## src/rtl/key_event_ctrl.sv

```systemverilog
// key_event_ctrl: PS/2 scancode decoder with typematic filtering, a four-entry
// history of recent key presses, and a multiplexed 8-digit hex display.
module key_event_ctrl #(
    parameter int SCAN_DIV = 50000
) (
    input  logic       clk,
    input  logic       reset,
    input  logic [7:0] byte_in,
    input  logic       byte_valid,
    input  logic       clear,
    output logic [7:0] led_scancode_debug,
    output logic       make_pulse,
    output logic       break_pulse,
    output logic [7:0] key_code,
    output logic       key_ext,
    output logic [3:0] seven_segment_number,
    output logic [7:0] seven_segment_enable
);

    localparam int              PRE_W   = (SCAN_DIV > 2) ? $clog2(SCAN_DIV) : 1;
    localparam logic [PRE_W-1:0] PRE_MAX = PRE_W'(SCAN_DIV - 1);

    localparam logic [7:0] BYTE_BRK = 8'hF0;
    localparam logic [7:0] BYTE_EXT = 8'hE0;

    localparam logic [1:0] ST_IDLE    = 2'd0;
    localparam logic [1:0] ST_BRK     = 2'd1;
    localparam logic [1:0] ST_EXT     = 2'd2;
    localparam logic [1:0] ST_EXT_BRK = 2'd3;

    logic [1:0]       state;
    logic [1:0]       state_nxt;
    logic             ev_make;
    logic             ev_break;
    logic             ev_ext;
    logic             is_repeat;
    logic             new_make;
    logic             held_match;

    logic [7:0]       held_code;
    logic             held_ext;
    logic             held_valid;

    logic [7:0]       hist_code [4];
    logic [3:0]       hist_vld;

    logic [PRE_W-1:0] pre_cnt;
    logic [2:0]       dig_idx;
    logic [1:0]       dig_ent;
    logic [3:0]       dig_nib;

    // Decode the prefix state machine and classify the completing byte.
    always_comb begin
        state_nxt = state;
        ev_make   = 1'b0;
        ev_break  = 1'b0;
        ev_ext    = 1'b0;
        if (byte_valid) begin
            case (state)
                ST_IDLE: begin
                    if (byte_in == BYTE_BRK)      state_nxt = ST_BRK;
                    else if (byte_in == BYTE_EXT) state_nxt = ST_EXT;
                    else begin
                        ev_make   = 1'b1;
                        state_nxt = ST_IDLE;
                    end
                end
                ST_EXT: begin
                    if (byte_in == BYTE_BRK)      state_nxt = ST_EXT_BRK;
                    else if (byte_in == BYTE_EXT) state_nxt = ST_EXT;
                    else begin
                        ev_make   = 1'b1;
                        ev_ext    = 1'b1;
                        state_nxt = ST_IDLE;
                    end
                end
                ST_BRK: begin
                    if (byte_in == BYTE_BRK)      state_nxt = ST_BRK;
                    else if (byte_in == BYTE_EXT) state_nxt = ST_EXT_BRK;
                    else begin
                        ev_break  = 1'b1;
                        state_nxt = ST_IDLE;
                    end
                end
                default: begin
                    if ((byte_in == BYTE_BRK) || (byte_in == BYTE_EXT)) state_nxt = ST_EXT_BRK;
                    else begin
                        ev_break  = 1'b1;
                        ev_ext    = 1'b1;
                        state_nxt = ST_IDLE;
                    end
                end
            endcase
        end
    end

    // A make of the key already held down is auto-repeat and is filtered out.
    always_comb begin
        held_match = (held_code == byte_in) && (held_ext == ev_ext);
        is_repeat  = held_valid && held_match;
        new_make   = ev_make && !is_repeat;
    end

    // Control registers: FSM state, event strobes, latest-event outputs, held flag.
    always_ff @(posedge clk) begin
        if (reset) begin
            state              <= ST_IDLE;
            make_pulse         <= 1'b0;
            break_pulse        <= 1'b0;
            key_code           <= 8'h00;
            key_ext            <= 1'b0;
            led_scancode_debug <= 8'h00;
            held_valid         <= 1'b0;
        end else begin
            state       <= state_nxt;
            make_pulse  <= new_make;
            break_pulse <= ev_break;
            if (byte_valid) led_scancode_debug <= byte_in;
            if (ev_make || ev_break) begin
                key_code <= byte_in;
                key_ext  <= ev_ext;
            end
            if (new_make)                    held_valid <= 1'b1;
            else if (ev_break && held_match) held_valid <= 1'b0;
        end
    end

    // Identity of the held key; only meaningful while held_valid is set.
    always_ff @(posedge clk) begin
        if (new_make) begin
            held_code <= byte_in;
            held_ext  <= ev_ext;
        end
    end

    // History valid bits: clear wins over a push arriving in the same cycle.
    always_ff @(posedge clk) begin
        if (reset || clear) hist_vld <= 4'b0000;
        else if (new_make)  hist_vld <= {hist_vld[2:0], 1'b1};
    end

    // History codes shift toward H3 on every accepted press.
    always_ff @(posedge clk) begin
        if (new_make) begin
            hist_code[3] <= hist_code[2];
            hist_code[2] <= hist_code[1];
            hist_code[1] <= hist_code[0];
            hist_code[0] <= byte_in;
        end
    end

    // Prescaler paces the digit scan; the digit index steps on each wrap.
    always_ff @(posedge clk) begin
        if (reset) begin
            pre_cnt <= '0;
            dig_idx <= 3'd0;
        end else if (pre_cnt == PRE_MAX) begin
            pre_cnt <= '0;
            dig_idx <= dig_idx + 3'd1;
        end else begin
            pre_cnt <= pre_cnt + 1'b1;
        end
    end

    // Select the nibble for the active digit: even digits low nibble, odd high.
    always_comb begin
        dig_ent = dig_idx[2:1];
        dig_nib = dig_idx[0] ? hist_code[dig_ent][7:4] : hist_code[dig_ent][3:0];
    end

    // Registered display drive; blank digits whose history entry is empty.
    always_ff @(posedge clk) begin
        if (reset) begin
            seven_segment_number <= 4'h0;
            seven_segment_enable <= 8'hFF;
        end else if (hist_vld[dig_ent]) begin
            seven_segment_number <= dig_nib;
            seven_segment_enable <= ~(8'd1 << dig_idx);
        end else begin
            seven_segment_number <= 4'h0;
            seven_segment_enable <= 8'hFF;
        end
    end

endmodule

```

## config.mk

```make
export PLATFORM = sky130hd
export DESIGN_NAME = key_event_ctrl
export DESIGN_NICKNAME = d
export VERILOG_FILES = /design/src/rtl/key_event_ctrl.sv
export SDC_FILE = /design/constraint.sdc
export NUM_CORES = 1
export LEC_CHECK = 0
export ABC_AREA = 1
export ABC_CLOCK_PERIOD_IN_PS = 3400
export CORE_AREA = 5 5 127 129
export CTS_BUF_LIST = sky130_fd_sc_hd__clkbuf_8
export DETAILED_ROUTE_END_ITERATION = 8
export DIE_AREA = 0 0 132 134
export DONT_BUFFER_PORTS = 1
export GPL_ROUTABILITY_DRIVEN = 0
export SLEW_MARGIN = 10
export SYNTH_ARGS = -nofsm -noshare
export SYNTH_HDL_FRONTEND = slang
export SYNTH_SLANG_ARGS = --single-unit
export TNS_END_PERCENT = 100
```

## constraint.sdc

```tcl
create_clock -name clk -period 3.4 [get_ports clk]
set_input_delay 0.34 -clock clk [delete_from_list [all_inputs] [get_ports clk]]
set_output_delay 0.34 -clock clk [all_outputs]
set_load 0.02 [all_outputs]
```

Word level (Yosys, flattened, before mapping) --
Memory sizes are Yosys's and may differ from the RTL's. A register that Yosys moved wholly into a read port is not among the register bits. Index checks and enable logic that the tools add are counted.
Operators by class: $add $sub $neg 2, magnitude comparators 1, equality and inequality tests 7, shifts and indexed selects 1, multiplexer cells 25, bitwise logic cells 2, reductions and logical operators 14
Operators with widths (count):
- adder 16 x 1 -> 16 bit, second input constant | 1
- == test 16 bit, second input constant | 1
- == test 8 bit, second input constant | 2
- 2-to-1 mux 2 bit | 8
- 2-to-1 mux 1 bit | 12
- == test 8 bit | 1
- NOT 8 bit | 1
- OR reduction 2 bit | 4
- << shifter 1 x 3 -> 8 bit, first input constant | 1
- one-hot mux 2 bit (3 select lines) | 1
- logical AND 1 bit | 4
- 2-to-1 mux 4 bit | 1
- one-hot mux 1 bit (2 select lines) | 2
- adder 3 x 1 -> 3 bit, second input constant | 1
- logical OR 1 bit | 3
- < comparator 2 x 3 -> 1 bit, second input constant | 1
- binary-select mux 1 bit (select 2 bit) | 1
- == test 2 x 1 -> 1 bit, second input constant | 1
- == test 2 bit, second input constant | 1
- logical NOT 2 bit | 1
- nonzero test 2 bit | 1
- == test 1 bit | 1
- logical NOT 1 bit | 1
- NOT 1 bit | 1
Word-level totals: register bits after elaboration 66, memory bits (writable) 32, bits of input ports 12, output and inout port bits 31, logic and storage cells 67, memories kept 1
Memory list:
- hist_code | words 4, bits a word 8, read ports 4, clocked after memory_dff 1, wr ports 4, line 44 | logic [7:0] hist_code [4];

Longest topological paths before layout --
word-level depth 12, depth in mapped cells 11, depth with buffers taken out 11

Least setup slack after synthesis --
Ideal clock, no wire load.
kind input -> register, from in byte_in[4], to reg held_ext, enable pin, setup time 0.388 ns, data arrival time 1.719 ns, path slack 1.293 ns, cell stages on the path 9, path buffers 0, path through inv_1 -> nand2_1 -> nor2_1 -> o21ai_2 -> nand3_1 -> nand2_1 -> nand4_4 -> nand2_1 -> inv_1
On the way: word-level cells in the longest chain between the ends 10
RTL lines:
- start: declaration | line 8 | input logic [7:0] byte_in,
- == test 8 bit (on tied branches)
- 2-to-1 mux 1 bit or logical OR 1 bit (tied branches) | line 62, 70, 86
- 2-to-1 mux 1 bit (on tied branches) | line 69, 86
- one-hot mux 1 bit (2 select lines) | line 59 | case (state)
- 2-to-1 mux 1 bit | line 58 | if (byte_valid) begin
- == test 1 bit | line 99 | held_match = (held_code == byte_in) && (held_ext == ev_ext);
- logical AND 1 bit | line 99
- logical AND 1 bit | line 100 | is_repeat = held_valid && held_match;
- logical NOT 1 bit | line 101 | new_make = ev_make && !is_repeat;
- logical AND 1 bit * | line 101
- named net new_make | line 37 | logic new_make;
- end signal: assignment | line 132 | held_ext <= ev_ext;
- end: declaration | line 41 | logic held_ext;
The timed path passes the listed nets; every way through them passes the cells marked *. A chain may end at the register's enable or synchronous reset.

Worst setup path after layout --
from reg pre_cnt[0], to reg pre_cnt[11]
On the way: word-level cells in the longest chain between the ends 2
RTL lines:
- start: declaration | line 47 | logic [PRE_W-1:0] pre_cnt;
- start signal: assignment | line 161 | pre_cnt <= pre_cnt + 1'b1;
- branches (longest 2 deep; another with adder 16 x 1 -> 16 bit)
Parallel ways; which one is timed is not known.

==> results.tsv <==
stage	metric	value	unit
synth	sequential share of the synthesized area	60.0	%
setup_path	Startpoint Class	flop	
timing	period utilization	59.0	%
final_layout	Inserted Diodes	0	
setup_path	CP Data Required Time	3.67	ns
global_route	largest net degree at the start of global routing	34	
routing	1st-pass router iterations	4	
clock_tree	total CTS buffers	9	
clock_tree	clock latency on the worst-skew pair	0.39	ns
outcome	status	finished, final reports clean	
floorplanning	I/O pins	43	
setup_path	crit path DAT	2.28	ns
floorplanning	die span in x	132	um
hold_path	Hold Startpoint	reset	
floorplanning	Die H	134	um
synth	Yosys reg bits	92	
final_layout	Final #Nets	399	
synth	net count after synthesis	394	
synth	Syn Std Cell Area	3620	sq um
routing	top layer reached by signal wires	met4	
clock_tree	Max Buffers Root-to-Sink	2	
pwr	leakage	1.51	nW
setup_path	Critical Path End Type	flop	
place	input/output buffers	0	
clock_tree	Clock Sinks	92	
final_layout	Fillers	1533	
setup_path	Reg2Reg Setup Slack	1.40	ns
routing	DRT antenna net count	0	
synth	mean post-synth cell area	9.66	sq um
synth	ys async rst share	0	%
timing	final setup fails	0	
routing	Routed WL per cell	13.4	um
setup_path	RR Startpoint	pre_cnt[0]	
setup_path	reg2reg end	pre_cnt[11]	
final_layout	Non-Filler Instances	573	
timing	unrepaired setup endpoints after global routing	no	
routing	DRT iter0 DRCs	132	
global_route	grt ovf	0	
pwr	peak supply drop	0.000246	V
timing	Final min period	2.00	ns
clock_tree	CTS tree	done	
floorplanning	initial core utilization	24.3	%
timing	Hold Vio Cnt, Final	0	
final_layout	area delta synth->final	12.0	%
timing	Slew Limit Fails	0	
floorplanning	Placement Rows	45	
setup_path	Reg2Reg Depth	10	
routing	routed via count	2552	
run	Max Cap Violations	0	
final_layout	register area	2170	sq um
timing	Worst Max-Slew Pin Slew	0.578	ns
timing	clock skew	0.0145	ns
final_layout	share of cells above drive strength 1	7.27	%
pwr	PwrDens	525	nW/um^2
clock_tree	CTS root buf	clkbuf_8	
synth	Distinct cells, synth	35	
setup_path	CP max FO	14	
routing	met3 WL	506	um
timing	post-route setup TNS	0	ns
floorplanning	die footprint	17700	sq um
hold_path	Hold Path Class	in2reg	
floorplanning	Placeable Area	14900	sq um
routing	overall routed net length	7.69	mm
routing	Residual DRC	0	
pwr	overall power	2.13	mW
hold_path	hold path depth	1	
global_route	vias in the first global route	2479	
global_route	initial antenna violation count	0	
timing	Slew HR	61.4	%
final_layout	multi-input logic area	1290	sq um
routing	WL met1	3.66	mm
synth	Post-synth EDFFs	33	
synth	synth warn	0	
timing	fmax	0.499	GHz
clock_tree	H-tree depth	3	
place	hpwl dp	5.57	mm
clock_tree	clock edge transition at the registers on the reported setup and hold paths	0.09	ns
routing	Vias/cell	4.45	
place	Post-Place Cells	556	
hold_path	WHS Endpoint	dig_idx[0]	
setup_path	kind of critical path	reg2reg	
synth	Syn Inst Count	375	
synth	Post-synth top flop	dfxtp_1	
global_route	first-pass GRT wire length	12.6	mm
routing	metal2 WL	3.31	mm
global_route	total track usage	8.99	%
final cells by class:
type,count,share of cell area [%]
clock buffers,9,3.05
clock inverters,7,2.38
inverters,32,2.96
multi-input cells,243,31.8
flip-flops and latches,92,53.5
well taps,188,5.80
repair buffers,2,0.432
kinds of logic (layout without fill, tap and decap cells):
| group | count (synthesis) | after routing | synth area share (%) |
|---|---|---|---|
| AND/OR/NAND/NOR | 153 | 153 | 20.1 |
| XOR/XNOR | 9 | 9 | 2.18 |
| adder cells (fa/ha/maj) | 7 | 7 | 2.42 |
| flip-flops | 92 | 92 | 60.0 |
| AO/OA/AOI/OAI | 74 | 74 | 10.9 |
| buffers and inverters | 40 | 50 | 4.35 |
cell usage after synthesis, types with 2 or more instances:
| cell type | count | area (sq um) |
|---|---|---|
| nand2_2 | 2 | 12.5 |
| nand2_1 | 46 | 173 |
| nor2_4 | 2 | 22.5 |
| nor4_1 | 2 | 12.5 |
| nor2_1 | 61 | 229 |
| nor3_1 | 7 | 35.0 |
| nand4_1 | 4 | 25.0 |
| xor2_1 | 8 | 70.1 |
| inv_1 | 31 | 116 |
| ha_1 | 7 | 87.6 |
| a31oi_1 | 4 | 25.0 |
| o22ai_1 | 4 | 25.0 |
| edfxtp_1 | 33 | 991 |
| nand3_1 | 17 | 85.1 |
| clkbuf_1 | 6 | 22.5 |
| or2_0 | 2 | 12.5 |
| o21a_1 | 2 | 15.0 |
| buf_4 | 2 | 15.0 |
| dfxtp_1 | 59 | 1180 |
| o21ai_0 | 30 | 150 |
| a21oi_1 | 31 | 155 |
| nand2_4 | 2 | 22.5 |
power breakdown:
| part | total (mW) | leakage (nW) | internal [mW] | switching (mW) |
|---|---|---|---|---|
| Combinational | 0.0780 | 0.589 | 0.0271 | 0.0508 |
| Sequential | 1.23 | 0.804 | 1.18 | 0.0419 |
| Clock | 0.826 | 0.116 | 0.420 | 0.406 |
| Total | 2.13 | 1.51 | 1.63 | 0.499 |
worst max-delay path, stage by stage, from the launching register on:
cell	delay, ns
dfxtp_1	0.36
ha_1	0.18
nand2_1	0.06
inv_1	0.06
nand2_1	0.13
nor4_1	0.20
nand2_1	0.17
nand2_1	0.41
inv_1	0.14
o21ai_0	0.12
a21oi_1	0.06
worst max path at each step:
stage | startpoint | to | slack (ns) | depth (start not counted)
2_1_floorplan | byte_in[4] | held_ext | 1.29 | 9
3_3_place_gp | hist_code[0][7] | hist_code[3][4] | 1.49 | 8
4_1_cts | pre_cnt[0] | pre_cnt[11] | 1.42 | 10
3_5_place_dp | pre_cnt[0] | pre_cnt[11] | 1.42 | 10
5_1_grt | pre_cnt[0] | pre_cnt[11] | 1.12 | 10
6_report | pre_cnt[0] | pre_cnt[11] | 1.40 | 10
repair_timing:
item | CTS | global route
hold buffers | 1 | 0
buffers inserted | 0 | 0
endpoints found under the hold margin | 10 | 0
endpoints found under the setup margin | 0 | 0
gates resized for setup | 0 | 0
metrics by stage:
stage	cell area (sq um)	util, %	setup WS [ns]	hold slack [ns]
2_1_floorplan	3620	-	1.29	0.413
3_3_place_gp	3830	25.6	1.49	0.413
3_5_place_dp	3830	25.6	1.42	0.415
4_1_cts	4060	27.2	1.42	0.00669
5_1_grt	4060	27.2	1.12	0.00179
6_report	4060	27.2	1.40	0.0278
sequential cells by signal (all words and copies together) (netlist names), named ones only:
name / count
break_pulse: 1
dig_idx: 3
held_ext: 1
held_valid: 1
hist_code: 32
hist_vld: 4
key_code: 8
key_ext: 1
led_scancode_debug: 8
make_pulse: 1
pre_cnt: 16
seven_segment_enable: 8
seven_segment_number: 4
state: 2
cells in the final DEF, fill, tap and decap left out, drive strengths merged:
cell,Yosys,layout
bufinv,0,2
edfxtp,33,33
clkinv,1,1
o21a,2,2
dlygate4sd3,0,1
o221ai,1,1
nand4,5,5
and2,1,1
a21oi,31,31
xnor2,1,1
xor2,8,8
nand2,50,50
nor3,9,9
a21boi,1,1
a31oi,4,4
and3,2,2
buf,2,1
nor3b,1,1
inv,31,36
nor2,63,63
nand3,17,17
dfxtp,59,59
or2,2,2
clkbuf,6,9
nor4,3,3
o22ai,4,4
o21ai,31,31
ha,7,7
metal layers:
layer / up-vias / global-route usage, %
li1: 1278 / -
met1: 1190 / 11.5
met2: 70 / 13.0
met3: 14 / 3.60
met4: 0 / 4.63
met5: - / 0
No activity file was read; power rests on OpenSTA's default activity.
==> edit 1 (config.mk and constraints unchanged) <==
The output `break_pulse` loses its register stage (`break_pulse` becomes a continuous assignment).
--- a/src/rtl/key_event_ctrl.sv
+++ b/src/rtl/key_event_ctrl.sv
@@ -108,3 +108,2 @@
             make_pulse         <= 1'b0;
-            break_pulse        <= 1'b0;
             key_code           <= 8'h00;
@@ -116,3 +115,2 @@
             make_pulse  <= new_make;
-            break_pulse <= ev_break;
             if (byte_valid) led_scancode_debug <= byte_in;
@@ -126,2 +124,4 @@
     end
+
+    assign break_pulse = ev_break;
 
Function: changed (a bounded check fails within 4 cycles, from zero or initial values and one cycle with reset high).
==> edit 1 against the original RTL <==
  * Worst setup slack improved by 0.080 ns
  * Total power decreased by 7.9%
  * Maximum frequency increased by 4.1%
  * Sequential cell count decreased by 1
  * Highest routed layer unchanged
  * Via count decreased by 6.5%
  * Wire length decreased by 11%
  * Cell count decreased by 2.4%
  * Largest power group unchanged
  * Sequential share of layout area increased by 0.87 points
  * Area after synthesis decreased by 1.3%
  * Design area decreased by 2.5%
==> edit 1: results (changes against the original RTL) <==
metric;value;unit;change
status;finished clean;;unchanged
powerComb;74.7;uW;was 78.0 uW
p_leak;1.42;nW;was 1.51 nW
wl_met3;354;um;was 506 um
worst_pin_slew;0.561;ns;was 0.578 ns
synth_compound_area_share;11.2;%;was 10.9%
yosys-top-cells-area;dfxtp_1 (32%), edfxtp_1 (28%), nor2_1 (6.5%);;was dfxtp_1 (33%), edfxtp_1 (27%), nor2_1 (6.3%)
insertion_delay;0.35;ns;was 0.39 ns
portBuffers;0;;unchanged
cpPeakStageDelay;0.44;ns;was 0.41 ns
intPower;1.47;mW;was 1.63 mW
drt-met1-wl;3340;um;was 3660 um
synth_fa_ha_area_share;2.45;%;was 2.42%
synth_common_cells;nor2_1 (62), dfxtp_1 (58), nand2_1 (34);;was nor2_1 (61), dfxtp_1 (59), nand2_1 (46)
cp_slowest_cell;edfxtp_1;;was nand2_1
p_seq;1.22;mW;
routed_wl;6870;um;was 7690 um
synth_xor_area_share;3.43;%;was 2.18%
synth.area.mux_share;0;%;unchanged
syn_nets;381;;was 394
diodes;0;;unchanged
clk_pin_slew;0.10;ns;
drive_above_1_share;9.97;%;was 7.27%
synth_ff_type;dfxtp_1;;unchanged
p_sw_share;24.9;%;was 23.4%
skew;0.0133;ns;was 0.0145 ns
grt_pass1_wl;11500;um;was 12600 um
path_max_fanout;33;;was 14
drtPass1Iterations;4;;unchanged
cp.arrival;1.99;ns;was 2.28 ns
yosysSeqAreaShare;60.2;%;was 60.0%
ir_drop;0.218;mV;was 0.246 mV
netlist-cell-type-count;34;;was 35
dp_hpwl;4990;um;was 5570 um
wl_met2;3120;um;was 3310 um
antenna_found_initial;0;;unchanged
grt_usage;7.80;%;was 8.99%
drtIter0Drc;103;;was 132
nets;385;;was 399
cts-htree-levels;3;;unchanged
vias;2386;;was 2552
==> edit 1: cell types whose count changed after synthesis, moves of 3 or more <==
cell,delta
o21ai_1,+4
nand2_1,-12
xor2_1,+5
nor3_1,-5
a21oi_1,-3
inv_2,+3
nand3_2,+3
==> edit 1: layout make-up <==
class | instances | area [um^2]
Timing Repair Buffer | 1 | 7.51
Inverter | 32 | 120
Sequential cell | 91 | 2150
Clock buffer | 9 | 124
Tap cell | 188 | 235
Fill cell | 1548 | 11000
Clock inverter | 7 | 52.6
Multi-Input combinational cell | 231 | 1260
==> edit 1: path summary, 6_finish.rpt <==
| check | from | end | slack (ns) | cells past startpoint |
|---|---|---|---|---|
| setup / recovery | hist_code[0][5]$_DFFE_PP_ | hist_code[2][4]$_DFFE_PP_ | 1.47 | 8 |
| hold / removal | reset | held_valid$_SDFFE_PP0P_ | 0.05 | 1 |
| setup reg to reg | hist_code[0][5]$_DFFE_PP_ | hist_code[2][4]$_DFFE_PP_ | 1.47 | 8 |
| hold reg to reg | hist_code[2][5]$_DFFE_PP_ | hist_code[3][5]$_DFFE_PP_ | 0.44 | 0 |
==> edit 1: stage by stage <==
| step | hold WS [ns] | instance area [um^2] | setup WS, ns | utilization (%) | std cells |
|---|---|---|---|---|---|
| global route | 0.0294 | 3960 | 1.29 | 26.5 | 559 |
| CTS | 0.0267 | 3960 | 1.43 | 26.5 | 559 |
| finish | 0.0498 | 3960 | 1.47 | 26.5 | 559 |
| floorplan | 0.409 | 3570 | 1.30 | - | 362 |
| global placement | 0.415 | 3780 | 1.48 | 25.3 | 543 |
| detailed placement | 0.415 | 3780 | 1.44 | 25.3 | 543 |
==> edit 1: layer usage <==
metal	up-vias	global-route usage (%)
li1	1226	-
met1	1109	10.2
met2	46	12.2
met3	5	2.48
met4	0	2.74
met5	-	0
==> edit 2 (same flow settings) <==
Without the edit above. The parameter `SCAN_DIV` goes from 50000 to 12500.
--- a/src/rtl/key_event_ctrl.sv
+++ b/src/rtl/key_event_ctrl.sv
@@ -3,3 +3,3 @@
 module key_event_ctrl #(
-    parameter int SCAN_DIV = 50000
+    parameter int SCAN_DIV = 12500
 ) (
Check against the original RTL: no difference found for any inputs over 10 cycles, from zero or initial values and one cycle with reset high; that may be too few to reach the edited logic, so the function may still have changed.
==> edit 2 against the original RTL <==
  * Worst setup slack gained 0.12 ns
  * First-iteration DRC count decreased by 5.3%
  * Synthesized cell count fell by 4.8%
  * Count of clock-buffer cells in the layout unchanged
  * Critical path depth decreased by 2
  * Wire length shrank 12%
  * Combinational power fell by 2%
  * Design area shrank 3.7%
  * Largest cell class unchanged
  * Sequential cell count decreased by 2
  * Via count fell by 6.7%
  * Total power shrank 9.1%
  * Area after synthesis decreased by 2.3%
==> edit 2: results (changes against the original RTL) <==
metric;value;unit;change
insertion_delay;0.36;ns;was 0.39 ns
path_max_fanout;33;;was 14
yosysSeqAreaShare;60.3;%;was 60.0%
synthArstFlopShare;0;%;unchanged
ctsHoldBuffers;0;;was 1
grt_pass1_vias;2313;;was 2479
grt_pass1_wl;11100;um;was 12600 um
post_cts_buffers;0;;unchanged
grt_util_met1;9.47;%;was 11.5%
ys.warnings.count;0;;unchanged
cts_root_buf;clkbuf_8;;unchanged
cpPeakStageDelay;0.45;ns;was 0.41 ns
drive_above_1_share;10.9;%;was 7.27%
nets;380;;was 399
hold_slack;0.0412;ns;was 0.0278 ns
worst_pin_slew;0.574;ns;was 0.578 ns
worst_hold_path.num_cells;1;;unchanged
place_ws;1.41;ns;was 1.42 ns
cap_viol_max_count;0;;unchanged
postLayoutCellArea;3910;um^2;was 4060 um^2
fillers;1542;;was 1533
yosys-top-cells-area;dfxtp_1 (32%), edfxtp_1 (28%), nor2_1 (6.2%);;was dfxtp_1 (33%), edfxtp_1 (27%), nor2_1 (6.3%)
critical-path-top-delay-family;simple AND/OR/NAND/NOR gates;;unchanged
synthCells;357;;was 375
cts-htree-levels;3;;unchanged
routed_wl;6740;um;was 7690 um
fin_crit_sh;55.5;%;was 59.0%
cp.arrival;1.96;ns;was 2.28 ns
drtIter0Drc;125;;was 132
rrSetupSlack;1.51;ns;was 1.40 ns
portBuffers;0;;unchanged
cp_slowest_cell;edfxtp_1;;was nand2_1
grt_util_met2;11.8;%;was 13.0%
placedCellCount;538;;was 556
global_route.usage.met3;2.89;%;was 3.60%
synth_common_cells;nor2_1 (58), dfxtp_1 (57), edfxtp_1 (33);;was nor2_1 (61), dfxtp_1 (59), nand2_1 (46)
fin_cells;554;;was 573
post_cts_resize_count;0;;unchanged
placed_cell_area;3730;um^2;was 3830 um^2
skew;0.0110;ns;was 0.0145 ns
reg_top3;hist_code: 32 flops, pre_cnt: 14 flops;;was hist_code: 32 flops, pre_cnt: 16 flops
vias_per_cell;4.30;;was 4.45
dp_hpwl;4950;um;was 5570 um
p_leak;1.41;nW;was 1.51 nW
reg2regPathDepth;8;;was 10
status;finished clean;;unchanged
ir_drop;0.184;mV;was 0.246 mV
grt_usage;7.63;%;was 8.99%
drtPass1Iterations;4;;unchanged
cts_inserted_buffers;9;;unchanged
diodes;0;;unchanged
clockBufferDepth;2;;unchanged
[edit 2: cell count changes after synthesis, sizes merged, moves of 2 or more]
cell,before,now
a21oi,31,27
and3,2,0
dfxtp,59,57
inv,31,34
nand2,50,37
nand3,17,19
nand4,5,3
nor4,3,0
o21ai,31,35
or2,2,0
xor2,8,11
[edit 2: routing by layer]
metal,up-vias,part of all wire [%]
met2,63,45
met5,-,0
met3,9,6.5
met4,0,1.6
li1,1208,-
met1,1100,46
[edit 2: cells by family after synthesis]
family | after synthesis | share of synthesized area [%]
adder cells (fa/ha/maj) | 7 | 2.48
buffers and inverters | 42 | 4.92
AO/OA/AOI/OAI | 74 | 11.2
flip-flops | 90 | 60.3
XOR/XNOR | 12 | 2.97
AND/OR/NAND/NOR | 132 | 18.2
[edit 2: path summary, 6_finish.rpt]
path,startpoint,endpoint
min,reset,held_valid$_SDFFE_PP0P_
min reg2reg,hist_code[1][3]$_DFFE_PP_,hist_code[2][3]$_DFFE_PP_
max reg2reg,hist_code[0][7]$_DFFE_PP_,hist_code[3][5]$_DFFE_PP_
max,hist_code[0][7]$_DFFE_PP_,hist_code[3][5]$_DFFE_PP_
[edit 2: power breakdown]
group / switching [mW] / total (mW) / internal [mW]
Clock: 0.385 / 0.655 / 0.271
Combinational: 0.0486 / 0.0767 / 0.0281
Sequential: 0.0424 / 1.20 / 1.16
[edit 2: final cells by class]
type | count | share of cell area, %
Sequential cell | 90 | 54.6
Inverter | 34 | 3.27
Clock buffer | 9 | 3.17
Timing Repair Buffer | 1 | 0.192
Multi-Input combinational cell | 225 | 31.5
Clock inverter | 7 | 1.25
Tap cell | 188 | 6.02
